==> src/rtl/timer_pkg.sv <==
// Shared BCD constants and digit helpers for the countdown/count-up timer.
// Latency: n/a (constants and a pure combinational helper).
// Backpressure: n/a.
package timer_pkg;

    localparam int                 BCD_W        = 4;
    localparam logic [BCD_W-1:0]   BCD_MAX      = 4'd9;
    localparam logic [BCD_W-1:0]   SEC_TENS_MAX = 4'd5;

    // Keypad entries above 9 are not valid BCD; treat them as 9.
    function automatic logic [BCD_W-1:0] bcd_clamp(input logic [BCD_W-1:0] d);
        return (d > BCD_MAX) ? BCD_MAX : d;
    endfunction

endpackage

==> src/rtl/bcd_digit_cnt.sv <==
// One BCD digit of the timer: shift-load, or step up/down with carry/borrow.
// Latency: digit updates on the clock edge; step_out is combinational from q.
// Backpressure: none; hold freezes the step (saturation / zero hold) for the whole chain.
//
// Ports:
//   clock, clearn        - clock, synchronous active-low clear
//   shift_en, shift_in   - load shift_in into this digit (digit shift register)
//   step_in              - carry (up) or borrow (down) arriving at this digit
//   hold                 - suppress the step on every digit this cycle
//   up                   - step direction, 1 = increment
//   step_out             - carry/borrow passed to the next more-significant digit
//   q                    - digit value
module bcd_digit_cnt
    import timer_pkg::*;
#(
    parameter logic [BCD_W-1:0] MOD_MAX = BCD_MAX
) (
    input  logic             clock,
    input  logic             clearn,
    input  logic             shift_en,
    input  logic [BCD_W-1:0] shift_in,
    input  logic             step_in,
    input  logic             hold,
    input  logic             up,
    output logic             step_out,
    output logic [BCD_W-1:0] q
);

    logic at_limit;

    // '>=' on the way up lets loaded out-of-range tens (6..9) wrap on carry.
    assign at_limit = up ? (q >= MOD_MAX) : (q == '0);
    // Carry/borrow does not depend on hold, so the carry out of the
    // top digit tells the parent that the whole value is saturated or zero.
    assign step_out = step_in && at_limit;

    always_ff @(posedge clock) begin
        if (!clearn) begin
            q <= '0;
        end else if (shift_en) begin
            q <= shift_in;
        end else if (step_in && !hold) begin
            if (up) begin
                q <= at_limit ? '0 : q + BCD_W'(1);
            end else begin
                q <= at_limit ? MOD_MAX : q - BCD_W'(1);
            end
        end
    end

endmodule

==> src/rtl/bcd_timer_gen.sv <==
// BCD mm:ss timer: keypad digit shift-load, prescaled up/down count, zero flag, done pulse.
// Latency: digits and done update on the tick edge; zero is combinational from the digits.
// Backpressure: none; loadn pauses the prescaler, enable gates counting and blocks loading.
//
// Ports:
//   clock, clearn        - clock, synchronous active-low clear (highest priority)
//   loadn, data          - active-low shift strobe and BCD digit entering sec_ones
//   enable, up           - count enable and direction (1 = up)
//   sec_ones, sec_tens   - seconds digits
//   mins                 - minute digits, least significant in [3:0]
//   zero, done           - all-digits-zero flag, one-cycle end-of-countdown pulse
module bcd_timer_gen
    import timer_pkg::*;
#(
    parameter int MIN_DIGITS = 1,
    parameter int TICK_DIV   = 1
) (
    input  logic                        clock,
    input  logic                        clearn,
    input  logic                        loadn,
    input  logic                        enable,
    input  logic                        up,
    input  logic [BCD_W-1:0]            data,
    output logic [BCD_W-1:0]            sec_ones,
    output logic [BCD_W-1:0]            sec_tens,
    output logic [BCD_W*MIN_DIGITS-1:0] mins,
    output logic                        zero,
    output logic                        done
);

    // Digit index 0 = sec_ones, 1 = sec_tens, 2.. = minutes.
    localparam int               N_DIG      = MIN_DIGITS + 2;
    localparam int               PW         = (TICK_DIV > 1) ? $clog2(TICK_DIV) : 1;
    localparam logic [PW-1:0]    PRESC_LAST = PW'(TICK_DIV - 1);

    logic [PW-1:0]    presc;
    logic             run;
    logic             tick;
    logic             shift_en;
    logic             hold;
    logic             one_left;
    logic [N_DIG:0]   step;
    logic [BCD_W-1:0] dq [N_DIG];

    assign run      = enable && loadn;
    assign tick     = run && (presc == PRESC_LAST);
    assign shift_en = !loadn && !enable;

    // A step rippling out of the top digit means every digit is at its limit:
    // all 9s (with tens >= 5) going up, all zeros going down. Either way hold.
    assign step[0] = tick;
    assign hold    = step[N_DIG];

    generate
        for (genvar i = 0; i < N_DIG; i++) begin : g_dig
            localparam logic [BCD_W-1:0] MAXV = (i == 1) ? SEC_TENS_MAX : BCD_MAX;
            logic [BCD_W-1:0] src;

            if (i == 0) begin : g_src_data
                assign src = bcd_clamp(data);
            end else begin : g_src_prev
                assign src = dq[i-1];
            end

            bcd_digit_cnt #(
                .MOD_MAX (MAXV)
            ) u_digit (
                .clock    (clock),
                .clearn   (clearn),
                .shift_en (shift_en),
                .shift_in (src),
                .step_in  (step[i]),
                .hold     (hold),
                .up       (up),
                .step_out (step[i+1]),
                .q        (dq[i])
            );
        end

        for (genvar m = 0; m < MIN_DIGITS; m++) begin : g_mins
            assign mins[BCD_W*m +: BCD_W] = dq[m+2];
        end
    endgenerate

    assign sec_ones = dq[0];
    assign sec_tens = dq[1];

    // one_left: value is exactly 0:01, so the next down step lands on zero.
    always_comb begin
        zero     = 1'b1;
        one_left = (dq[0] == BCD_W'(1));
        for (int i = 0; i < N_DIG; i++) begin
            if (dq[i] != '0) zero = 1'b0;
        end
        for (int i = 1; i < N_DIG; i++) begin
            if (dq[i] != '0) one_left = 1'b0;
        end
    end

    always_ff @(posedge clock) begin
        if (!clearn) begin
            presc <= '0;
            done  <= 1'b0;
        end else begin
            done <= tick && !up && one_left;
            if (run) begin
                presc <= tick ? '0 : presc + PW'(1);
            end else begin
                presc <= '0;
            end
        end
    end

endmodule

==> config.mk <==
export PLATFORM = sky130hd
export DESIGN_NAME = bcd_timer_gen
export DESIGN_NICKNAME = d
export VERILOG_FILES = /design/src/rtl/timer_pkg.sv /design/src/rtl/bcd_digit_cnt.sv /design/src/rtl/bcd_timer_gen.sv
export SDC_FILE = /design/constraint.sdc
export NUM_CORES = 1
export LEC_CHECK = 0
export ABC_AREA = 1
export BUFFER_PORTS_ARGS = -buffer_cell sky130_fd_sc_hd__buf_4
export CAP_MARGIN = 20
export CORE_UTILIZATION = 25
export CTS_CLUSTER_SIZE = 24
export DETAILED_ROUTE_END_ITERATION = 8
export GPL_ROUTABILITY_DRIVEN = 0
export PLACE_DENSITY_LB_ADDON = 0.1
export RECOVER_POWER = 25
export REMOVE_ABC_BUFFERS = 1
export SETUP_SLACK_MARGIN = 0.5
export SLEW_MARGIN = 20
export SYNTH_ARGS = -nofsm -noshare
export SYNTH_HDL_FRONTEND = slang
export SYNTH_HIERARCHICAL = 1
export SYNTH_SLANG_ARGS = --single-unit
export TNS_END_PERCENT = 50
==> constraint.sdc <==
create_clock -name clock -period 3.1 [get_ports clock]
set_input_delay 0.155 -clock clock [delete_from_list [all_inputs] [get_ports clock]]
set_output_delay 0.155 -clock clock [all_outputs]
set_load 0.005 [all_outputs]
==> qor.csv <==
stage;metric;value;unit
sta;skew final;0.00128;ns
floorplanning;site row count;27;
routing;DR DRC count;0;
logic_synthesis;Ys Warns;6;
placement;PortBufs;22;
routing;mean routed wirelength per cell;11.2;um
logic_synthesis;Yosys reg bits;14;
sta;Slew Limit Fails;0;
worst_setup_path;Critical Path, Cell by Cell;inv_1 -> ha_1 -> nand3b_1 -> nand2_1 -> nand2_1 -> inv_1 -> nor2_2 -> inv_1 -> nor2_2 -> inv_1 -> nor2_2 -> inv_1 -> nand2_2 -> nand2_2 -> o21ai_1 -> inv_1 -> a21oi_1;
global_route;global route hottest layer;met2;
floorplanning;Die Height;79.0;um
worst_setup_path;most frequent CP cell;inv_1;
cells_and_area;Final Net Count;296;
cells_and_area;Layout fillers;665;
worst_setup_path;slowest CP cell;dfxtp_1;
global_route;largest net degree at the start of global routing;21;
power;peak supply drop;0.140;mV
clock_network;CTS tree;done;
routing;DR iter-0 viols;103;
power;Leak;0.841;nW
logic_synthesis;area leader, netlist;dfxtp_1;
logic_synthesis;Post-Synthesis Cells;250;
floorplanning;Die ar.;6250;um^2
clock_network;root buffer cell;clkbuf_8;
clock_network;Clk pin slew, worst setup/hold paths;0.06;ns
sta;Finish-stage setup viols;0;
cells_and_area;diode count;0;
clock_network;hold_buf cts;0;
global_route;M1 GR Usage;0.188;
clock_network;H-tree levels;1;
logic_synthesis;top cells by area, synth;dfxtp_1, nand2_1, inv_1;
flow_run;Max-Cap Viols;0;
logic_synthesis;Avg Cell Area, Syn;5.94;um^2
clock_network;clock sink total;14;
worst_setup_path;critical path endpoint category;flip-flop;
clock_network;cts bufs inserted;3;
cells_and_area;area grow syn2layout;20.1;%
cells_and_area;final instance area;1780;um^2
floorplanning;I/O pin cnt;23;
routing;Routed WL;3.87;mm
routing;vias;1488;
global_route;global route overflow;0;
global_route;number of global-route vias before repair;1431;
global_route;GRT met3 Usage;0.0253;
status;status;finished, final reports clean;
sta;max frequency;404;MHz
clock_network;Skew-Pair Late Insertion Delay;0.25;ns
logic_synthesis;post-synth top area share;0.189;
worst_hold_path;HP Class;in2reg;
logic_synthesis;post-synthesis sequential area ratio;0.189;
sta;Final Hold Viols;0;
worst_setup_path;critical path class;reg2reg;
worst_setup_path;CP max FO;9;
logic_synthesis;Mapped Area;1480;um^2
worst_setup_path;family with the most delay on the worst path;simple AND/OR/NAND/NOR gates;
placement;DPL Wire Length;3.03;mm
power;Power Density;305;nW/um^2
global_route;Total GRT Usage;0.138;
sta;Final Critical Period;2.48;ns
worst_setup_path;Required @ worst endpoint;3.28;ns
floorplanning;Starting Density;0.265;
worst_setup_path;Worst R2R Setup Slack;0.62;ns
worst_setup_path;CP bufs+invs;6;
worst_setup_path;CP arrival;2.66;ns
power;Pwr Total;543;uW
cells_and_area;layout cell share with drive strength beyond 1;0.237;
floorplanning;core box area;5610;um^2
logic_synthesis;Cell variety after synth;28;
global_route;initial antenna violation count;0;
clock_network;total setup buffers inserted after CTS;0;
floorplanning;die width;79.0;um
clock_network;clk buf depth;2;
worst_setup_path;Critical Path Max Stage Delay;0.55;ns
worst_setup_path;startpoint types;flip-flop;
routing;Pre-antenna DRT Iters;4;
placement;placed cell areas;1730;um^2
routing;post-route antenna net violation count;0;
sta;Tcrit/Tclk final;0.799;
global_route;GR Util met2;0.219;
sta;Setup TNS Final;0;ns
global_route;first-pass GRT wire length;6.71;mm
sta;RSZ-0062 raised after global routing;false;
routing;vias per cell;4.30;
[timing repair]
item,4_1_cts,5_1_grt
hold endpoints to repair,0,0
resized for setup,1,8
endpoints found under the setup margin,2,10
[kinds of logic after synthesis]
logic type | share of synthesized area
xor gates and xnor gates | 0.0177
buffers and inverters | 0.137
and+or+nand+nor | 0.463
DFF | 0.189
AOI/OAI and AO/OA | 0.0987
adders and majority gates | 0.0927
other | 0.00253
[cells in the final DEF (no fill, tap or decap), drive strengths merged]
cell type and count:
and2 3, xnor2 3, nand3b 2, o21ai 11, inv 46, clkinv 1
a21oi 12, conb 1, a31oi 2, nand3 17, clkbuf 7, nor3 2
nand2 76, dfxtp 14, nand4 2, ha 11, nor2 44, buf 20
[worst paths after layout]
kind / endpoint / cells after the start / start
worst max-delay path: g_dig[0].u_digit/q[3] / 17 / g_dig[0].u_digit/q[1]
worst min register to register: g_dig[0].u_digit/q[0] / 2 / g_dig[0].u_digit/q[0]
worst min-delay path: g_dig[0].u_digit/q[1] / 3 / clearn
worst max register to register: g_dig[0].u_digit/q[3] / 17 / g_dig[0].u_digit/q[1]
[stage by stage]
step,setup slack [ns],utilization,hold slack [ns],std cells
finish,0.624,0.318,0.243,346
global route,0.289,0.318,0.269,346
CTS,0.585,0.316,0.246,346
detailed placement,0.470,0.308,0.501,343
global placement,0.395,0.308,0.502,343
floorplan,0.851,-,0.326,247
[metal layers]
layer	part of all wire	routed length (um)
met5	0	0
met2	0.44	1720
met1	0.51	1970
met3	0.032	124
met4	0.016	60
[synth_stat cells, drive strengths merged]
library cell	number
buf	2
nand3	17
o21ai	11
nor3	2
nand3b	2
ha	11
conb	1
a21oi	12
nor2	44
xnor2	3
nand4	2
a31oi	2
and2	3
clkbuf	1
inv	46
nand2	76
dfxtp	14
clkinv	1
[power by group]
part           internal [mW]  switching, mW
sequential             0.188         0.0195
combinational         0.0739          0.104
clock                 0.0862         0.0716
total                  0.348          0.195
[state kept, by name (all words and copies together), names as in the netlist]
name / count
done: 1
presc: 1
g_dig.u_digit/q: 12
[worst register-to-register path: stages, from the launching register on]
cell and delay, ns:
dfxtp_1 0.55, inv_1 0.16, ha_1 0.22, nand3b_1 0.08, nand2_1 0.08, nand2_1 0.11
inv_1 0.08, nor2_2 0.10, inv_1 0.06, nor2_2 0.13, inv_1 0.06, nor2_2 0.14
inv_1 0.07, nand2_2 0.12, nand2_2 0.09, o21ai_1 0.16, inv_1 0.06, a21oi_1 0.12
[cell type report]
type | count | area (um^2) | share of cell area
flip-flops and latches | 14 | 280 | 0.157
repair buffers | 24 | 180 | 0.101
well taps | 72 | 90.1 | 0.0506
clock buffers | 3 | 41.3 | 0.0232
multi-input cells | 186 | 1010 | 0.569
inverters | 47 | 176 | 0.0990
Note: power is estimated with default switching activity, not from simulation.
